===== src/rtl/alu_op_issue.sv =====
// alu_op_issue: issue/writeback sequencer for the combinational 32-bit ALU.
//
// Accepts one RV32 R-type (0110011) or I-type (0010011) integer instruction
// plus its operands over a valid/ready handshake. It decodes the instruction
// into the ALU's 3-bit opcode and drives registered operands to the ALU. It
// captures the ALU result and zero flag, then presents them toward writeback
// over a valid/ready handshake.
//
// Ports:
//   clk, reset                  clock, asynchronous active-high reset
//   in_valid/in_ready           instruction beat handshake
//   instr, rs1_val, rs2_val     instruction word and source operands
//   alu_in1, alu_in2            registered ALU operands
//   alu_control                 registered ALU opcode (000 for illegal)
//   alu_result, zero_flag       combinational ALU outputs
//   out_valid/out_ready         result beat handshake
//   out_result, out_zero        captured result / zero flag (0 for illegal)
//   out_rd                      destination register instr[11:7]
//   out_illegal                 instruction not supported by the ALU
//
// Optional feature (macro ALU_ISSUE_PERF_EN): adds wrapping 32-bit counters
// perf_issued (every accepted beat) and perf_illegal (every accepted illegal beat).
module alu_op_issue #(
  parameter int unsigned XLEN = 32  // only 32 is supported
) (
  input  logic            clk,
  input  logic            reset,
  input  logic            in_valid,
  output logic            in_ready,
  input  logic [31:0]     instr,
  input  logic [XLEN-1:0] rs1_val,
  input  logic [XLEN-1:0] rs2_val,
  output logic [XLEN-1:0] alu_in1,
  output logic [XLEN-1:0] alu_in2,
  output logic [2:0]      alu_control,
  input  logic [XLEN-1:0] alu_result,
  input  logic            zero_flag,
  output logic            out_valid,
  input  logic            out_ready,
  output logic [XLEN-1:0] out_result,
  output logic            out_zero,
  output logic [4:0]      out_rd,
  output logic            out_illegal
`ifdef ALU_ISSUE_PERF_EN
  ,
  output logic [31:0]     perf_issued,
  output logic [31:0]     perf_illegal
`endif
);

  typedef enum logic [1:0] {StIdle, StExec, StDone} state_e;

  state_e          state_q, state_d;
  logic [XLEN-1:0] alu_in1_q, alu_in2_q, result_q;
  logic [2:0]      ctrl_q;
  logic            zero_q, illegal_q;
  logic [4:0]      rd_q;

  // Decode
  logic            is_r, is_i, f7_ok;
  logic            dec_legal;
  logic [2:0]      dec_ctrl;
  logic [XLEN-1:0] dec_in2;
  logic            accept;

  // rs1/rs2 register indices are not needed; operands arrive by value.
  logic unused_instr;
  assign unused_instr = ^instr[19:15];

  always_comb begin
    is_r      = (instr[6:0] == 7'b0110011);
    is_i      = (instr[6:0] == 7'b0010011);
    f7_ok     = (instr[31:25] == 7'b0000000) || (instr[31:25] == 7'b0100000);
    dec_legal = 1'b0;
    dec_ctrl  = 3'b000;
    dec_in2   = is_i ? {{(XLEN-12){instr[31]}}, instr[31:20]} : rs2_val;
    if ((is_r && f7_ok) || is_i) begin
      dec_legal = 1'b1;
      case (instr[14:12])
        3'b000:         dec_ctrl = (is_r && instr[30]) ? 3'b001 : 3'b000; // I-type ignores bit 30
        3'b111:         dec_ctrl = 3'b010;
        3'b110:         dec_ctrl = 3'b011;
        3'b100:         dec_ctrl = 3'b100;
        3'b010, 3'b011: dec_ctrl = 3'b101;
        default: begin
          dec_legal = 1'b0;  // shifts (001/101)
          dec_ctrl  = 3'b000;
        end
      endcase
    end
  end

  assign accept = (state_q == StIdle) && in_valid;

  // FSM
  always_ff @(posedge clk or posedge reset) begin
    if (reset) state_q <= StIdle;
    else       state_q <= state_d;
  end

  always_comb begin
    state_d = state_q;
    unique case (state_q)
      StIdle: if (in_valid) state_d = dec_legal ? StExec : StDone;
      StExec: state_d = StDone;
      StDone: if (out_ready) state_d = StIdle;
      default: state_d = StIdle;
    endcase
  end

  // Datapath
  always_ff @(posedge clk or posedge reset) begin
    if (reset) begin
      alu_in1_q <= '0;
      alu_in2_q <= '0;
      ctrl_q    <= 3'b000;
      result_q  <= '0;
      zero_q    <= 1'b0;
      rd_q      <= 5'd0;
      illegal_q <= 1'b0;
    end else if (accept) begin
      alu_in1_q <= rs1_val;
      alu_in2_q <= dec_in2;
      ctrl_q    <= dec_ctrl;
      rd_q      <= instr[11:7];
      illegal_q <= ~dec_legal;
      // Illegal goes straight to DONE, so the zeroed result is what retires.
      result_q  <= '0;
      zero_q    <= 1'b0;
    end else if (state_q == StExec) begin
      result_q  <= alu_result;
      zero_q    <= zero_flag;
    end
  end

`ifdef ALU_ISSUE_PERF_EN
  logic [31:0] perf_issued_q, perf_illegal_q;

  always_ff @(posedge clk or posedge reset) begin
    if (reset) begin
      perf_issued_q  <= 32'd0;
      perf_illegal_q <= 32'd0;
    end else if (accept) begin
      perf_issued_q <= perf_issued_q + 32'd1;
      if (!dec_legal) perf_illegal_q <= perf_illegal_q + 32'd1;
    end
  end

  assign perf_issued  = perf_issued_q;
  assign perf_illegal = perf_illegal_q;
`endif

  assign in_ready    = (state_q == StIdle);
  assign out_valid   = (state_q == StDone);
  assign alu_in1     = alu_in1_q;
  assign alu_in2     = alu_in2_q;
  assign alu_control = ctrl_q;
  assign out_result  = result_q;
  assign out_zero    = zero_q;
  assign out_rd      = rd_q;
  assign out_illegal = illegal_q;

endmodule


===== config.mk =====
export PLATFORM = sky130hd
export DESIGN_NAME = alu_op_issue
export DESIGN_NICKNAME = d
export VERILOG_FILES = /design/src/rtl/alu_op_issue.sv
export SDC_FILE = /design/constraint.sdc
export NUM_CORES = 1
export LEC_CHECK = 0
export CORE_ASPECT_RATIO = 0.7
export CORE_UTILIZATION = 38
export DETAILED_ROUTE_END_ITERATION = 10
export GPL_TIMING_DRIVEN = 0
export PLACE_DENSITY = 0.79
export SYNTH_ARGS = -nofsm -noshare
export SYNTH_HDL_FRONTEND = slang
export SYNTH_SLANG_ARGS = --single-unit

===== constraint.sdc =====
create_clock -name clk -period 3.45 [get_ports clk]
set_input_delay 0.345 -clock clk [delete_from_list [all_inputs] [get_ports clk]]
set_output_delay 0.345 -clock clk [all_outputs]
set_load 0.02 [all_outputs]

==> metrics.cfg <==
[clocking]
cts_htree_levels = 3
cts_hold_buf = 0
number_of_gates_resized_after_cts = 0
cts-buffers-inserted = 9
clk_root_buffer_cell = sky130_fd_sc_hd__clkbuf_16
cts_tree = done
clk-insertion-delay-late_ps = 330
cts.clk_slew.worst_paths_ps = 70
postCtsSetupBuffers = 0
cts_sink_cnt = 108
ctsLongestPathBuffers = 2

[detailed_routing]
drt-wirelength-per-cell_um = 15.4
routed-via-count = 3792
drtPass1Iterations = 4
wirelength_mm = 12.4
dr.first_iter.drc_count = 126
antenna_violating_nets_post_route = 0
routed_vias_inst = 4.69
drc_errors = 0

[logic_synthesis]
synth-adder-area-share = 0
netlist.area_leader.share = 0.639
syn_avg_cell_area_um2 = 10.3
postSynthCellCount = 409
synth_area_leaders = sky130_fd_sc_hd__dfrtp_1, sky130_fd_sc_hd__nand2_1, sky130_fd_sc_hd__a22o_1, sky130_fd_sc_hd__mux2i_1, sky130_fd_sc_hd__a21oi_1
synth_largest_area_cell = sky130_fd_sc_hd__dfrtp_1
complex_gate_fraction_of_the_synthesized_area = 0.124
synth_mux_area_frac = 0.0260
synth_edf_count = 0
synth_flop_type = sky130_fd_sc_hd__dfrtp_1
yosys_warnings = 0
synth-xor-area-share = 0.00207
synth.cell_area_um2 = 4230
main_combinational_cell_family_by_area_after_synthesis = simple AND/OR/NAND/NOR gates
syn-num-nets = 542
synth.yosys.seq_area_share = 0.639
synth_seq_cells = 108
synth-async-reset-ratio = 1.00
yosys.cell_types.count = 29
synthSimpleGateAreaFrac = 0.179

[timing]
worst_clock_skew_ps = 3.88
setup_viol_count_final = 0
max_clock_freq_ghz = 0.505
hold_viol = 0
drv_slew = 0
finalCritPeriodShare = 0.573
unrepaired_setup_endpoints_after_global_routing = false
max-slew-margin-rel = 0.637
layout_min_cycle_time_ps = 1980
worst-slew-pin-transition_ps = 544
setup-tns-final_ps = 0

[placed_design]
place.detailed.hpwl_mm = 9.48
portBuffers = 235
globalplace.congestion = 0.772

[min_path]
timing.hold.worst.class = in2async

[floorplanning]
die-area_um2 = 11600
die_height_um = 90.3
starting_utilization_of_the_core_area = 0.399
core_um2 = 10600
design.portCount = 241
die_w_um = 128
rows = 31

[grt]
gr-total-overflow = 0
largest_net_degree_at_the_start_of_global_routing = 68
grt_pass1_vias = 3962
grt_pass1_wl_mm = 20.4
grt_util_all_layers = 0.227
grt_antenna_before_repair = 0

[pwr]
p_per_area_nw_per_um2 = 490
pwr-share-comb = 0.263
net-switching-power_mw = 0.974
leakage_nw = 3.30
overall_power_mw = 3.48
switching_share = 0.280
power_frac_clock = 0.308
peakVddDrop_mv = 0.250
power.internal_mw = 2.51
power.share.sequential = 0.429

[critical_path]
critPathBufInv = 2
setup.worst_path.end_class = output pin
crit_required_ps = 3110
critPathKind = reg2out
critPathMaxStageDelay_ps = 640
worst_path_max_delay_cell = sky130_fd_sc_hd__clkdlybuf4s50_1
worstPathMaxFanout = 8
timing.reg2reg.setup_slack_ps = 1670
cp_data_arrival_time_ps = 1630
critical_path.cell_chain = buf_2 -> nor2_2 -> clkdlybuf4s50_1
timing.critical_path.from_type = flip-flop
critical-path-top-delay-family = buffers and inverters

[flow_run]
cap_violations = 0

[layout]
antenna-diode-count = 0
drive_gt1_frac = 0.0470
syn2layout_area_growth_pct = 68.0
mostFrequentLayoutCell = sky130_fd_sc_hd__clkdlybuf4s50_1
mostFrequentLayoutCells = sky130_fd_sc_hd__clkdlybuf4s50_1, sky130_fd_sc_hd__nand2_1, sky130_fd_sc_hd__dfrtp_1
num-nets-final = 789

[status]
run_status = complete, no violations

power by group through the flow:
stage / combinational [mW] / sequential (mW) / clock [mW]
after floorplan: 0.206 / 1.70 / 0
after global placement: 0.903 / 1.51 / 0
after detailed placement: 0.924 / 1.52 / 0
after CTS: 0.928 / 1.49 / 1.11
after global routing: 0.988 / 1.51 / 1.16
final: 0.916 / 1.49 / 1.07
flip-flops by register name (all words and copies together), names as in the netlist:
signal and flops:
state_q 2, alu_control 3, alu_in1 32, out_zero 1, out_rd 5, alu_in2 32
out_illegal 1, out_result 32
cell type report:
type	instances	area [µm²]
Buffer	26	115
Clock buffer	11	233
Clock inverter	4	75.1
Fill cell	863	3480
Inverter	3	13.8
Multi-Input combinational cell	272	1400
Sequential cell	108	2700
Tap cell	148	185
Timing Repair Buffer	236	2380
cells by family (layout without fill, tap and decap cells):
group                  Yosys count  after routing
XOR/XNOR                         1              1
AO/OA/AOI/OAI                   74             74
multiplexers                    11             11
AND/OR/NAND/NOR                186            186
flip-flops                     108            108
buffers and inverters           29            280
synth_stat cells, types with 2 or more instances:
cell type,instances
sky130_fd_sc_hd__dfrtp_1,108
sky130_fd_sc_hd__nor2b_1,4
sky130_fd_sc_hd__a21oi_1,21
sky130_fd_sc_hd__o21ai_0,10
sky130_fd_sc_hd__nor2_1,23
sky130_fd_sc_hd__buf_2,8
sky130_fd_sc_hd__inv_1,3
sky130_fd_sc_hd__nand2_1,148
sky130_fd_sc_hd__a22o_1,33
sky130_fd_sc_hd__clkbuf_1,16
sky130_fd_sc_hd__mux2i_1,11
sky130_fd_sc_hd__buf_4,2
sky130_fd_sc_hd__nand4_1,2
sky130_fd_sc_hd__o21ai_1,5
worst reg2reg max path, stage by stage, from the launching register on:
cell and delay [ps]:
sky130_fd_sc_hd__dfrtp_1 360, sky130_fd_sc_hd__buf_2 160, sky130_fd_sc_hd__nor2_2 150, sky130_fd_sc_hd__nand2_1 270, sky130_fd_sc_hd__a31oi_1 340, sky130_fd_sc_hd__buf_2 280
sky130_fd_sc_hd__a21oi_1 100
metal layers:
layer | up-vias | global-route usage | routed length (µm)
li1 | 1849 | - | -
met1 | 1773 | 0.289 | 5460
met2 | 159 | 0.379 | 5860
met3 | 11 | 0.0669 | 975
met4 | 0 | 0.0549 | 151
met5 | - | 0 | 0
metrics by stage:
stage | util | area (µm²) | setup WS, ps | std cells | hold WS (ps)
after global placement | 0.639 | 6770 | -1230 | 792 | 459
after detailed placement | 0.642 | 6800 | 1240 | 793 | 461
after CTS | 0.671 | 7100 | 1440 | 808 | 435
after floorplan | - | 4230 | 259 | 409 | 450
final | 0.671 | 7100 | 1470 | 808 | 417
after global routing | 0.671 | 7100 | 1380 | 808 | 464
worst paths after layout:
path	cells after the start	startpoint	end
max	3	state_q[0]	in_ready
min	2	reset	alu_in1[0]
max reg2reg	6	state_q[0]	alu_in2[29]
min reg2reg	2	alu_in1[22]	alu_in1[22]
max in group asynchronous	3	reset	alu_control[0]
min in group clk	2	alu_in1[22]	alu_in1[22]
Note: power is estimated with default switching activity, not from simulation.
